<file path="src/rtl/divergence_resume_unit.sv">
// Reader side of the divergence queue: drains the pipeline at a path end, pops the
// saved context and restores it via valid/ready. Optional macro: DIVERGENCE_SKIP_EMPTY_MASK_EN.
module divergence_resume_unit #(
  parameter int unsigned ADDR_WIDTH  = 64,
  parameter int unsigned MASK_WIDTH  = 8,
  parameter int unsigned REGS_WIDTH  = 512,
  parameter int unsigned COUNT_WIDTH = 16
) (
  input  logic                   clk,
  input  logic                   reset,
  input  logic                   start,
  input  logic                   path_done,
  input  logic                   pipeline_idle,
  input  logic                   q_empty,
  input  logic [REGS_WIDTH-1:0]  q_regs,
  input  logic [ADDR_WIDTH-1:0]  q_pc,
  input  logic [MASK_WIDTH-1:0]  q_mask,
  output logic                   q_pop,
  output logic                   stall_fetch,
  output logic                   restore_valid,
  input  logic                   restore_ready,
  output logic [REGS_WIDTH-1:0]  restore_regs,
  output logic [ADDR_WIDTH-1:0]  restore_pc,
  output logic [MASK_WIDTH-1:0]  restore_mask,
  output logic                   all_done,
  output logic [COUNT_WIDTH-1:0] resume_count,
  output logic                   err_sticky
);

  typedef enum logic [2:0] {
    S_IDLE, S_RUN, S_DRAIN, S_LOAD, S_RESTORE, S_DONE
  } state_t;

  state_t                 state_q, state_d;
  logic [REGS_WIDTH-1:0]  regs_q;
  logic [ADDR_WIDTH-1:0]  pc_q;
  logic [MASK_WIDTH-1:0]  mask_q;
  logic [COUNT_WIDTH-1:0] count_q, count_d;
  logic                   err_q, err_d;
  logic                   latch_head;
  logic                   accept;

  always_comb begin
    state_d    = state_q;
    latch_head = 1'b0;
    accept     = 1'b0;
    case (state_q)
      S_IDLE:  if (start) state_d = S_RUN;
      S_RUN:   if (path_done) state_d = S_DRAIN;
      S_DRAIN: begin
        if (pipeline_idle) begin
          if (q_empty) begin
            state_d = S_DONE;
          end else begin
            latch_head = 1'b1;
            state_d    = S_LOAD;
          end
        end
      end
      S_LOAD: begin
`ifdef DIVERGENCE_SKIP_EMPTY_MASK_EN
        // Zero-lane contexts are popped and dropped; DRAIN re-checks the queue.
        state_d = (mask_q == '0) ? S_DRAIN : S_RESTORE;
`else
        state_d = S_RESTORE;
`endif
      end
      S_RESTORE: begin
        if (restore_ready) begin
          accept  = 1'b1;
          state_d = S_RUN;
        end
      end
      S_DONE:  if (start) state_d = S_RUN;
      default: state_d = S_IDLE;
    endcase
  end

  always_comb begin
    err_d = err_q;
    if (path_done && state_q != S_RUN) err_d = 1'b1;
    if (start && state_q != S_IDLE && state_q != S_DONE) err_d = 1'b1;
    count_d = count_q;
    if (accept && count_q != '1) count_d = count_q + 1'b1;
  end

  always_ff @(posedge clk) begin
    if (reset) begin
      state_q <= S_IDLE;
      regs_q  <= '0;
      pc_q    <= '0;
      mask_q  <= '0;
      count_q <= '0;
      err_q   <= 1'b0;
    end else begin
      state_q <= state_d;
      count_q <= count_d;
      err_q   <= err_d;
      if (latch_head) begin
        regs_q <= q_regs;
        pc_q   <= q_pc;
        mask_q <= q_mask;
      end
    end
  end

  assign q_pop         = (state_q == S_LOAD) && !q_empty;
  assign stall_fetch   = (state_q != S_RUN);
  assign restore_valid = (state_q == S_RESTORE);
  assign all_done      = (state_q == S_DONE);
  assign restore_regs  = regs_q;
  assign restore_pc    = pc_q;
  assign restore_mask  = mask_q;
  assign resume_count  = count_q;
  assign err_sticky    = err_q;

endmodule

</file>
<file path="config.mk">
export PLATFORM = sky130hd
export DESIGN_NAME = divergence_resume_unit
export DESIGN_NICKNAME = d
export VERILOG_FILES = /design/src/rtl/divergence_resume_unit.sv
export SDC_FILE = /design/constraint.sdc
export NUM_CORES = 1
export LEC_CHECK = 0
export ABC_AREA = 0
export CAP_MARGIN = 10
export CORE_AREA = 2 2 468 470
export DETAILED_ROUTE_END_ITERATION = 7
export DIE_AREA = 0 0 470 472
export GPL_ROUTABILITY_DRIVEN = 0
export GPL_TIMING_DRIVEN = 0
export PLACE_DENSITY = 0.3
export SYNTH_ARGS = -nofsm -noshare
export SYNTH_HDL_FRONTEND = slang
export SYNTH_SLANG_ARGS = --single-unit
</file>
<file path="constraint.sdc">
create_clock -name clk -period 4.3 [get_ports clk]
set_input_delay 0.86 -clock clk [delete_from_list [all_inputs] [get_ports clk]]
set_output_delay 0.86 -clock clk [all_outputs]
set_load 0.01 [all_outputs]
</file>
==> results of run 1 <==
-- cells by family (layout without fill, tap and decap cells) --
group                    count (synthesis)  in the layout
AND/OR/NAND/NOR                       1232           1232
AO/OA/AOI/OAI                          619            619
flip-flops                             604            604
buffers and inverters                  205           1559
multiplexers                             7              7
adder cells (fa/ha/maj)                  1              1
other                                    0             14
-- worst min path at each step --
| stage | to | slack (ns) | startpoint | cells after the start |
|---|---|---|---|---|
| floorplan | restore_mask[0] | 0.48 | restore_mask[0] | 2 |
| finish | restore_regs[432] | 0.45 | restore_regs[432] | 2 |
| global route | restore_pc[12] | 0.47 | restore_pc[12] | 2 |
| CTS | restore_regs[432] | 0.45 | restore_regs[432] | 2 |
| global placement | restore_regs[218] | 0.44 | restore_regs[218] | 2 |
| detailed placement | restore_regs[432] | 0.45 | restore_regs[432] | 2 |
-- metal layers --
metal	share of wire	vias to the layer above
li1	-	11300
met1	0.40	11240
met2	0.46	984
met3	0.12	205
met4	0.019	20
met5	0.00072	-
-- sequential cells by signal, indices dropped and copies added (netlist names) --
| register | flops |
|---|---|
| err_sticky | 1 |
| state_q | 3 |
| resume_count | 16 |
| restore_regs | 512 |
| restore_pc | 64 |
| restore_mask | 8 |
-- critical path, cell delays in order --
cell and delay [ns]:
clkdlybuf4s50_1 0.50, nor2b_1 0.20, and3_1 0.17, clkbuf_2 0.40, buf_16 0.21, clkbuf_1 0.62
clkbuf_1 0.69, nand2_1 0.40, a21oi_1 0.21
-- placed cells by master (no fill, tap or decap), types with 4 or more instances in the layout --
cell             netlist  final
clkdlybuf4s50_1        0   1194
nand2_1             1177   1177
dfxtp_1              604    604
a21oi_1              597    597
clkbuf_1             178    190
clkbuf_16              0     91
buf_1                 21     21
clkinv_2               0     15
clkbuf_8               0     15
diode_2                0     14
bufinv_16              0     13
nand4_1                9      9
nor2_1                 8      8
o31ai_1                6      6
or4_1                  6      6
o21ai_0                5      5
and3_1                 4      4
nand3_1                5      4
or3_1                  4      4
inv_1                  4      4
nor3_1                 4      4
mux2i_1                4      4
-- report_power, final --
| part | switching, uW | internal [uW] | total (uW) |
|---|---|---|---|
| Sequential | 52.5 | 5680 | 5730 |
| Clock | 3110 | 4900 | 8010 |
| Combinational | 595 | 692 | 1290 |
-- stage by stage --
step / worst slack [ns] / std cells
after floorplan: 2.007 / 2668
after global placement: -1.759 / 6716
after detailed placement: -0.3655 / 6721
after CTS: 0.4564 / 6876
after global routing: 0.4678 / 6882
final: 0.6208 / 6890
-- cell usage after synthesis (all sizes together) (2+ instances only) --
master	number	share of area
nand2	1177	0.21
dfxtp	604	0.58
a21oi	597	0.14
clkbuf	178	0.032
buf	23	0.0046
nand4	9	0.0027
nor2	8	0.0014
or4	7	0.0027
o31ai	6	0.0022
nand3	5	0.0012
o21ai	5	0.0012
and3	4	0.0012
inv	4	0.00072
mux2i	4	0.0019
nor3	4	0.00096
or3	4	0.0012
mux2	3	0.0016
nor2b	3	0.00090
nor4	3	0.00090
a211oi	2	0.00072
nand2b	2	0.00060
-- area by class of cell --
| type | count | area [um2] | share of cell area |
|---|---|---|---|
| flip-flops and latches | 604 | 12090 | 0.3051 |
| clock buffers | 121 | 2540 | 0.06409 |
| clock inverters | 34 | 550.5 | 0.01389 |
| well taps | 2854 | 3571 | 0.09011 |
| multi-input cells | 1859 | 8001 | 0.2019 |
| inverters | 4 | 15.01 | 0.0003789 |
| diodes | 14 | 35.03 | 0.0008841 |
| plain buffers | 201 | 767.0 | 0.01935 |
| repair buffers | 1199 | 12060 | 0.3042 |
==> impl_metrics.py, run 1 <==
metrics = {
    "routing": {
        "drt_wl_total_um": 178300,
        "avgViaCountPerCell": 3.446,
        "residual_drc": 0,
        "drt_iter0_markers": 961,
        "dr.pass1.iters": 5,
        "wl_per_cell_um": 25.88,
        "final_antenna_net_count": 0,
        "detailroute.via_count": 23740,
    },
    "timing": {
        "grt_setup_unrepaired": "false",
        "worst_slew_pin_slew_ns": 1.124,
        "fin_tns_setup_ns": 0,
        "setup_violation_total_in_the_final_timing_report": 0,
        "worst_slew_margin_rel": 0.2505,
        "hold_viol": 0,
        "min_period_ns": 3.679,
        "max_clock_freq_ghz": 0.2718,
        "fin_worst_hold_slack_ns": 0.4527,
        "min_period_over_period": 0.8556,
        "final.setup_skew_ns": 0.02417,
        "maxSlewViolCount": 0,
    },
    "logic_synthesis": {
        "postSynthAreaPerCell_um2": 7.821,
        "async_flop_share": 0,
        "synth_simple_gate_area_frac": 0.2282,
        "synth_top_family_by_area": "simple AND/OR/NAND/NOR gates",
        "post_synth_inst_count": 2668,
        "yosys_most_used_dff": "dfxtp_1",
        "synth_register_bits": 604,
        "synth_enable_flop_cells": 0,
        "synth_compound_gate_area_share": 0.1509,
        "synth-warning-count": 0,
        "synth.net_count": 3260,
        "synth_fa_ha_area_frac": 0.0005996,
        "yosys.area_share.xor_xnor": 0,
        "yosys.cell_types.count": 41,
        "synth_seq_area_share": 0.5795,
        "syn_area_mm2": 0.02087,
        "post_synth_mux_area_share": 0.003538,
    },
    "final_layout": {
        "fill_cell_total_of_the_finished_layout": 24370,
        "final_nets": 4550,
        "final_core_utilization": 0.1830,
        "finalInstanceArea_mm2": 0.03963,
        "syn2layout_area_growth_pct": 89.91,
        "drive_gt1_frac": 0.03879,
    },
    "critical_path": {
        "startpoint": "q_empty",
        "worst_setup_path_end_kind": "flip-flop",
        "worstRegToRegCells": 9,
        "critical_path_type": "input pin to flip-flop",
        "worst_r2r_start": "state_q[0]",
        "regToRegSetupSlack_ns": 0.73,
        "worst-endpoint-arrival_ns": 4.31,
        "worstSetupStartpointType": "input pin",
        "worstReg2RegEnd": "restore_regs[263]",
        "critical_path.endpoint": "restore_regs[263]",
        "timing.critical_path.fanout_max": 10,
        "required_ns": 4.93,
    },
    "placed_design": {
        "post-dp-hpwl_um": 150800,
        "placement_stage_cell_area_mm2": 0.03650,
        "placement.io_buffers": 1194,
    },
    "clock_tree": {
        "cts_setup_buffers": 0,
        "clock_insertion_delay_worst_skew_ns": 0.71,
        "hold_buffers": 0,
        "clk_sink_count": 604,
        "clockBufferDepth": 3,
        "cts.htree.levels": 3,
        "cts.clk_slew.worst_paths_ns": 0.06,
        "clock_tree.root_cell": "clkbuf_16",
        "cts_made_buffers": 89,
        "post_cts_resize_count": 0,
        "cts_tree": "yes",
    },
    "die": {
        "die_height_um": 472,
        "placeableCoreArea_mm2": 0.2165,
        "initial_utilization": 0.09637,
        "die_area_mm2": 0.2218,
        "cell_row_count": 171,
        "ios": 1196,
        "die-width_um": 470,
    },
    "global_routing": {
        "grt_start_max_net_pins": 13,
        "global_route.peak_usage_layer": "met2",
        "gr-usage-all-layers": 0.1555,
        "grt_util_met3": 0.08029,
        "grt_first_pass_wirelength_um": 232800,
        "globalRoute.totalOverflow": 0,
        "antenna_found_initial": 59,
        "grt_use_met2": 0.2593,
        "first_global_vias": 24370,
        "use_met1": 0.1753,
    },
    "run": {
        "maxCapViolCount": 0,
    },
    "power_and_ir_drop": {
        "leakage_uw": 0.01241,
        "cellPowerDensity_mw_per_mm2": 379.3,
        "design_power_total_uw": 15030,
        "max-vdd-ir-drop_v": 0.0002741,
    },
    "min_path": {
        "hold_class": "flip-flop to flip-flop",
    },
    "outcome": {
        "status": "finished, final reports clean",
    },
}
Note: power is estimated with default switching activity, not from simulation.
==> run 2: changes to the inputs <==
- clock period: 4.3 -> 4.4 ns (I/O delays scaled with it)
==> results of run 2 <==
The final DEF is identical to that of run 1. Status: finished, final reports clean.
Among the figures that moved: setup slack after placement -0.3655 ns -> -0.2855 ns; setup slack after layout 0.6208 ns -> 0.7008 ns; register-to-register setup slack 0.73 ns -> 0.83 ns; total power 15030 uW -> 14690 uW; worst IR drop on VDD 0.0002741 V -> 0.0002679 V
